**src/rtl/simd_issue_sched.sv**
```systemverilog
// Round-robin issue scheduler sharing one fixed-latency SIMD unit between NREQ requesters, with credit-checked result FIFO.
// Define SIMD_SCHED_PRIO0_EN to give requester 0 strict priority (round-robin then covers requesters 1..NREQ-1).
module simd_issue_sched #(
   parameter int NREQ  = 2,
   parameter int SRCW  = 1,
   parameter int TAGW  = 9,
   parameter int LAT   = 2,
   parameter int DEPTH = 4
) (
   input  logic                 clk,
   input  logic                 rst,
   input  logic [NREQ-1:0]      req_valid,
   output logic [NREQ-1:0]      req_ready,
   input  logic [NREQ*13-1:0]   req_op,
   input  logic [NREQ*68-1:0]   req_A,
   input  logic [NREQ*68-1:0]   req_B,
   input  logic [NREQ*TAGW-1:0] req_tag,
   output logic                 simd_en,
   output logic [12:0]          simd_op,
   output logic [67:0]          simd_A,
   output logic [67:0]          simd_B,
   input  logic [67:0]          simd_res,
   output logic                 res_valid,
   input  logic                 res_ready,
   output logic [67:0]          res_data,
   output logic [TAGW-1:0]      res_tag,
   output logic [SRCW-1:0]      res_src
);
   localparam int PW = $clog2(DEPTH);
   localparam int CW = PW + 2;

   logic [SRCW-1:0] rr_q, rr_d;
   logic            simd_en_q, simd_en_d;
   logic [12:0]     simd_op_q, simd_op_d;
   logic [67:0]     simd_A_q, simd_A_d, simd_B_q, simd_B_d;

   // Stage 0 coincides with simd_en; stage LAT is the cycle simd_res is valid.
   logic [LAT:0]    sh_vld_q, sh_vld_d;
   logic [TAGW-1:0] sh_tag_q [LAT+1];
   logic [TAGW-1:0] sh_tag_d [LAT+1];
   logic [SRCW-1:0] sh_src_q [LAT+1];
   logic [SRCW-1:0] sh_src_d [LAT+1];

   logic [67:0]     mem_data_q [DEPTH];
   logic [67:0]     mem_data_d [DEPTH];
   logic [TAGW-1:0] mem_tag_q  [DEPTH];
   logic [TAGW-1:0] mem_tag_d  [DEPTH];
   logic [SRCW-1:0] mem_src_q  [DEPTH];
   logic [SRCW-1:0] mem_src_d  [DEPTH];
   logic [PW-1:0]   wr_ptr_q, wr_ptr_d, rd_ptr_q, rd_ptr_d;
   logic [CW-1:0]   fifo_cnt_q, fifo_cnt_d, inflight_q, inflight_d;

   logic            can_issue, gnt_vld, accept, push, pop;
   logic [SRCW-1:0] gnt_idx;
   logic [12:0]     sel_op;
   logic [67:0]     sel_A, sel_B;
   logic [TAGW-1:0] sel_tag;

   // Credit uses registered counts only, so a pop never reaches req_ready in the same cycle.
   assign can_issue = !rst && ((inflight_q + fifo_cnt_q) < CW'(DEPTH));
   assign accept    = can_issue && gnt_vld;

   always_comb begin
      int idx;
      logic [SRCW-1:0] cand;
      idx     = 0;
      cand    = '0;
      gnt_vld = 1'b0;
      gnt_idx = '0;
      rr_d    = rr_q;
`ifdef SIMD_SCHED_PRIO0_EN
      if (req_valid[0]) begin
         gnt_vld = 1'b1;
      end else begin
         for (int k = 0; k < NREQ-1; k++) begin
            idx  = 1 + ((int'(rr_q) + k) % (NREQ-1));
            cand = SRCW'(idx);
            if (!gnt_vld && req_valid[cand]) begin
               gnt_vld = 1'b1;
               gnt_idx = cand;
            end
         end
      end
      if (accept && gnt_idx != '0)
         rr_d = SRCW'(int'(gnt_idx) % (NREQ-1));
`else
      for (int k = 0; k < NREQ; k++) begin
         idx  = (int'(rr_q) + k) % NREQ;
         cand = SRCW'(idx);
         if (!gnt_vld && req_valid[cand]) begin
            gnt_vld = 1'b1;
            gnt_idx = cand;
         end
      end
      if (accept)
         rr_d = SRCW'((int'(gnt_idx) + 1) % NREQ);
`endif
   end

   always_comb begin
      req_ready = '0;
      sel_op    = '0;
      sel_A     = '0;
      sel_B     = '0;
      sel_tag   = '0;
      for (int i = 0; i < NREQ; i++) begin
         if (gnt_idx == SRCW'(i)) begin
            req_ready[i] = accept;
            sel_op       = req_op[i*13 +: 13];
            sel_A        = req_A[i*68 +: 68];
            sel_B        = req_B[i*68 +: 68];
            sel_tag      = req_tag[i*TAGW +: TAGW];
         end
      end
   end

   assign push = sh_vld_q[LAT];
   assign pop  = res_valid && res_ready;

   always_comb begin
      simd_en_d   = accept;
      simd_op_d   = accept ? sel_op : simd_op_q;
      simd_A_d    = accept ? sel_A  : simd_A_q;
      simd_B_d    = accept ? sel_B  : simd_B_q;
      sh_vld_d    = {sh_vld_q[LAT-1:0], accept};
      sh_tag_d    = sh_tag_q;
      sh_src_d    = sh_src_q;
      sh_tag_d[0] = sel_tag;
      sh_src_d[0] = gnt_idx;
      for (int k = 1; k <= LAT; k++) begin
         sh_tag_d[k] = sh_tag_q[k-1];
         sh_src_d[k] = sh_src_q[k-1];
      end

      mem_data_d = mem_data_q;
      mem_tag_d  = mem_tag_q;
      mem_src_d  = mem_src_q;
      wr_ptr_d   = wr_ptr_q;
      rd_ptr_d   = rd_ptr_q;
      if (push) begin
         mem_data_d[wr_ptr_q] = simd_res;
         mem_tag_d[wr_ptr_q]  = sh_tag_q[LAT];
         mem_src_d[wr_ptr_q]  = sh_src_q[LAT];
         wr_ptr_d             = wr_ptr_q + PW'(1);
      end
      if (pop)
         rd_ptr_d = rd_ptr_q + PW'(1);

      fifo_cnt_d = fifo_cnt_q;
      if (push && !pop)
         fifo_cnt_d = fifo_cnt_q + CW'(1);
      else if (pop && !push)
         fifo_cnt_d = fifo_cnt_q - CW'(1);

      inflight_d = inflight_q;
      if (accept && !push)
         inflight_d = inflight_q + CW'(1);
      else if (push && !accept)
         inflight_d = inflight_q - CW'(1);
   end

   always_ff @(posedge clk) begin
      simd_op_q  <= simd_op_d;
      simd_A_q   <= simd_A_d;
      simd_B_q   <= simd_B_d;
      sh_tag_q   <= sh_tag_d;
      sh_src_q   <= sh_src_d;
      mem_data_q <= mem_data_d;
      mem_tag_q  <= mem_tag_d;
      mem_src_q  <= mem_src_d;
      if (rst) begin
         rr_q       <= '0;
         simd_en_q  <= 1'b0;
         sh_vld_q   <= '0;
         wr_ptr_q   <= '0;
         rd_ptr_q   <= '0;
         fifo_cnt_q <= '0;
         inflight_q <= '0;
      end else begin
         rr_q       <= rr_d;
         simd_en_q  <= simd_en_d;
         sh_vld_q   <= sh_vld_d;
         wr_ptr_q   <= wr_ptr_d;
         rd_ptr_q   <= rd_ptr_d;
         fifo_cnt_q <= fifo_cnt_d;
         inflight_q <= inflight_d;
         if (push)
            assert (fifo_cnt_q != CW'(DEPTH));
      end
   end

   assign simd_en   = simd_en_q;
   assign simd_op   = simd_op_q;
   assign simd_A    = simd_A_q;
   assign simd_B    = simd_B_q;
   assign res_valid = (fifo_cnt_q != '0);
   assign res_data  = mem_data_q[rd_ptr_q];
   assign res_tag   = mem_tag_q[rd_ptr_q];
   assign res_src   = mem_src_q[rd_ptr_q];
endmodule

```
**config.mk**
```make
export PLATFORM = sky130hd
export DESIGN_NAME = simd_issue_sched
export DESIGN_NICKNAME = d
export VERILOG_FILES = /design/src/rtl/simd_issue_sched.sv
export SDC_FILE = /design/constraint.sdc
export NUM_CORES = 1
export LEC_CHECK = 0
export CORE_AREA = 5 5 238 240
export DETAILED_ROUTE_END_ITERATION = 7
export DIE_AREA = 0 0 243 245
export DONT_BUFFER_PORTS = 1
export PLACE_DENSITY_LB_ADDON = 0.25
export REMOVE_ABC_BUFFERS = 1
export SLEW_MARGIN = 20
export SYNTH_ARGS = -nofsm -noshare
export SYNTH_HDL_FRONTEND = slang
export SYNTH_SLANG_ARGS = --single-unit
```
**constraint.sdc**
```tcl
create_clock -name clk -period 34.1 [get_ports clk]
set_clock_uncertainty 0.15 [all_clocks]
set_input_delay 6.82 -clock clk [delete_from_list [all_inputs] [get_ports clk]]
set_output_delay 6.82 -clock clk [all_outputs]
set_load 0.02 [all_outputs]
```
---- Yosys cells after proc, flatten, opt, wreduce, memory -nomap -nowiden ----
Cells that the tools add are included.
cells by class
  bitwise gates (word level) .............. 2
  mux-type cells .......................... 36
  magnitude comparators ................... 6
  reductions and logical operators ........ 17
  add/sub/neg operators ................... 9
operator list
  cell                 number
  $mux 68              5
  $bwmux 272           1
  $bmux 68 s2          1
  $demux 68 s2         1
  $bwmux 36            1
  $mux 9               4
  $bmux 9 s2           1
  $demux 9 s2          1
  $mux 4               4
  $mux 1               13
  $mux 13              1
  $logic_and 1x1->1    9
  $add 4x1->4 const B  2
  $sub 4x1->4 const B  2
  $ge 3x3->1 const B   2
  $not 2->3            2
  $logic_not 1->1      5
  $add 2x1->2 const B  2
  $add 4x4->4          1
  $bwmux 4             1
  $lt 1x2->1 const B   2
  $lt 4x3->1 const B   1
  $reduce_bool 2->1    2
  $reduce_bool 4->1    1
  other kinds (4)      5
word-level totals
  word-level logic and storage cells ...... 98
  register bits after elaboration ......... 508
  output and inout port bits .............. 231
  input port bits ......................... 389

---- Depth between registers and ports, before layout ----
  depth in word-level cells ............... 11
  gate-level depth with buffers ........... 12
  mapped depth without buffers ............ 12

---- Worst setup path before layout ----
OpenSTA, ideal clock, no wires.
  path kind ............................... in2reg
  start ................................... in rst
  end ..................................... reg inflight_q[3]
  path slack .............................. 17,719 ps
  data required time ...................... 33,829 ps
  data arrival time ....................... 16,111 ps
  library setup time ...................... 121 ps
  stages .................................. 12
  cells stage by stage .................... clkbuf_1 -> nor2_1 -> or4b_1 -> o211a_2 -> nor2_1 -> ha_1 -> inv_1 -> ha_1 -> a21o_1 -> a21oi_1 -> mux2i_1 -> mux2_2
on the way
  word-level cells in the longest chain between the ends .. 6
  elaborated cells on any way between the ends .. 8
ends and longest elaborated chain
  element                      RTL line  RTL
  start, declared              11        input logic rst,
  $logic_not 1->1 *            60        assign can_issue = !rst && ((inflight_q + fifo_cnt_q) < CW'(DEPTH));
  $logic_and 1x1->1 *          60
  $logic_and 1x1->1 *          61        assign accept = can_issue && gnt_vld;
  named net accept             53        logic can_issue, gnt_vld, accept, push, pop;
  $logic_not 1->1              158       else if (push && !accept)
  $logic_and 1x1->1            158
  $reduce_bool 2->1 (no line)  -
  end signal, assigned         186       inflight_q <= inflight_d;
  end, declared                51        logic [CW-1:0] fifo_cnt_q, fifo_cnt_d, inflight_q, inflight_d;
Mark *: on every way through the listed nets, which the timed path passes. The rest lies on a longest branch.
A chain may end at the register's enable or synchronous reset.

---- Worst setup path in the final report ----
  start ................................... in rst
  end ..................................... out req_ready[0]
on the way
  word-level cells in the longest chain between the ends .. 4
ends and longest elaborated chain
  element            RTL line  RTL
  $logic_not 1->1    60
  $logic_and 1x1->1  60
  $logic_and 1x1->1  61
  $mux 1             107       if (gnt_idx == SRCW'(i)) begin
  end, declared      13        output logic [NREQ-1:0] req_ready,
No other way between the ends.

==> flow_summary.json <==
{
  "drc": 0,
  "cts_buffer_depth": 3,
  "drtIter0Drc": 610,
  "ys_ff_latch": 507,
  "ys_types": 33,
  "synthArstFlopShare": 0,
  "place_congestion": 0.998,
  "setup_ws_ns": 19.11,
  "postCtsSetupBuffers": 0,
  "num_io_pins": 620,
  "tns_ns": 0,
  "cellPowerDensity_nw_per_um2": 81.0,
  "start_util": 0.353,
  "cts_tree": "built",
  "areaGrowthSynthToFinish_pct": 13.0,
  "peakVddDrop_v": 0.0000470,
  "max_stage_delay_ns": 0.45,
  "clockRootBuffer": "clkbuf_16",
  "die_w_um": 243,
  "cts_hold_buf": 0,
  "ant_nets": 0,
  "ff2ff_path_depth": 12,
  "grt_pass1_vias": 10066,
  "dieArea_um2": 59500,
  "fin_crit_sh": 0.439,
  "final_hold_viol_count": 0,
  "nets": 1619,
  "totalWireLength_um": 55900,
  "slowest_stage": "or4b_1",
  "dp_slack_ns": 19.13,
  "arrival_ns": 8.02,
  "power_uw": 1760,
  "wire_per_inst_um": 28.4,
  "status": "completed",
  "slew_viol_final": 0,
  "period_minus_slack_ns": 14.99,
  "crit_path_cell_trace": "nor2_1 > or4b_1 > o211a_2 > nor2_1",
  "synthTopCellsByArea": "edfxtp_1 (72%), nand2_1 (9.3%), mux4_2 (9.2%)",
  "synth_cells": 1207,
  "rsz0062_at_grt": "no",
  "hold_ws_ns": 0.170,
  "synth.most_common_cell": "nand2_1",
  "pwr-share-clk": 0.321,
  "dp_hpwl_um": 41300,
  "vias": 10084,
  "vias_per_cell": 5.13,
  "worstMarginPinSlew_ns": 1.04,
  "use_met2": 0.308,
  "yosys.area.top_type_share": 0.721,
  "antenna_found_initial": 7,
  "grt-ovfl-total": 0,
  "pwr-share-comb": 0.126,
  "met1_usage": 0.225,
  "power_switching_uw": 565,
  "cp_data_required_time_ns": 27.13,
  "crit_fanout": 18,
  "synth_top_area_cell": "edfxtp_1",
  "crit_path_end_kind": "output pin",
  "grt_max_degree": 150,
  "clock_insertion_delay_worst_skew_ns": 0.60,
  "synth_edf_count": 461,
  "ys_seq_area_frac": 0.769,
  "cts_buffers": 54,
  "grt.met3_usage": 0.0560,
  "synthesis.area_um2": 19200,
  "chipHeight_um": 245,
  "slew_headroom": 0.304,
  "avgSynthCellArea_um2": 15.9,
  "critPathLaunchType": "input pin",
  "sw_frac_of_total": 0.322,
  "seq_power_share": 0.554,
  "first_pass_iters": 5,
  "hold_depth": 0,
  "holdCritPathClass": "reg -> reg",
  "grt_busiest_layer": "met2",
  "cts_max_level": 2,
  "path_common_cell": "nor2_1",
  "cts_resized": 0,
  "p_leak_uw": 0.00762,
  "core_um2": 54400,
  "synthFlopType": "edfxtp_1",
  "grt_usage": 0.180,
  "max_cap_violations": 0,
  "synth_commonest_cells": "nand2_1 (478), edfxtp_1 (461), mux4_2 (78), dfxtp_1 (46), clkbuf_1 (36)",
  "ys.warnings.count": 0,
  "grt_pass1_wl_um": 76600,
  "final_layout_size_suffix_gt1_frac": 0.144,
  "p_int_uw": 1190,
  "io_buffers": 0,
  "cts_sinks": 507,
  "setup_violations": 0,
  "cts.clk_slew.worst_paths_ns": 0.06,
  "rows": 86,
  "fmax_ghz": 0.0667,
  "crit_type": "in -> out"
}
sequential cells by signal, summed over array words and instances, names as in the netlist, 2 cells and up:
name        count
mem_data_q    272
simd_A         68
simd_B         68
mem_tag_q      36
sh_tag_d       18
simd_op        13
sh_tag_q        9
fifo_cnt_q      4
inflight_q      4
mem_src_q       4
sh_vld_q        3
rd_ptr_q        2
sh_src_d        2
wr_ptr_q        2
cells in the final DEF, fill, tap and decap left out, types with 2 or more instances in the layout:
cell type	n
nand2_1	477
edfxtp_1	461
mux4_2	78
clkbuf_16	55
dfxtp_1	44
nor2_1	23
clkbuf_1	14
ha_1	12
clkinv_1	10
clkinv_2	8
buf_4	7
inv_1	6
clkbuf_8	6
xor2_1	5
mux2i_1	5
and2_4	4
nor2b_1	4
a21oi_1	4
xnor2_1	3
diode_2	2
nand3_1	2
nand4_1	2
mux2_2	2
fa_1	2
inv_16	2
bufinv_16	2
dfxtp_4	2
per-stage QoR:
step,cells,util,instance area (um2)
after floorplan,1151,-,19000
after global placement,1864,0.367,20000
after detailed placement,1864,0.367,20000
after CTS,1964,0.398,21700
after global routing,1965,0.398,21700
final,1966,0.399,21700
worst max-delay path, delay by kind of cell:
family	cells	cell delay (ns)
AND/OR/NAND/NOR	3	1.00
AO/OA/AOI/OAI	1	0.20
final cells by class:
class	instances	area, um2
Multi-Input combinational cell	637	4210
Tap cell	704	881
Timing Repair Buffer	9	83.8
Sequential cell	507	14800
Clock inverter	25	213
Fill cell	4931	32700
Clock buffer	75	1510
Inverter	7	28.8
Antenna cell	2	5.00
cell families after synthesis:
| family | after synthesis | synth area share |
|---|---|---|
| multiplexers | 85 | 0.0953 |
| buffers and inverters | 63 | 0.0132 |
| AO/OA/AOI/OAI | 11 | 0.00476 |
| XOR/XNOR | 8 | 0.00365 |
| adder cells (fa/ha/maj) | 14 | 0.00991 |
| flip-flops | 507 | 0.769 |
| AND/OR/NAND/NOR | 519 | 0.104 |
power groups by stage:
stage	registers (uW)	clock network, uW	logic [uW]
floorplan	938	0	168
global placement	996	0	223
detailed placement	997	0	226
CTS	984	581	226
global route	980	606	240
finish	973	563	221
per-layer routing:
metal,wire length (um),vias up
met5,20,-
met4,1380,2
met3,4580,76
met2,28400,465
met1,21500,5146
li1,-,4395
worst paths after layout:
kind | from | endpoint | slack, ns
setup / recovery | rst | req_ready[0] | 19.11
hold / removal | sh_tag_d[2] | sh_tag_q[2] | 0.17
setup reg to reg | fifo_cnt_q[1] | inflight_q[3] | 30.47
hold reg to reg | sh_tag_d[2] | sh_tag_q[2] | 0.17
No activity file was read; power rests on OpenSTA's default activity.
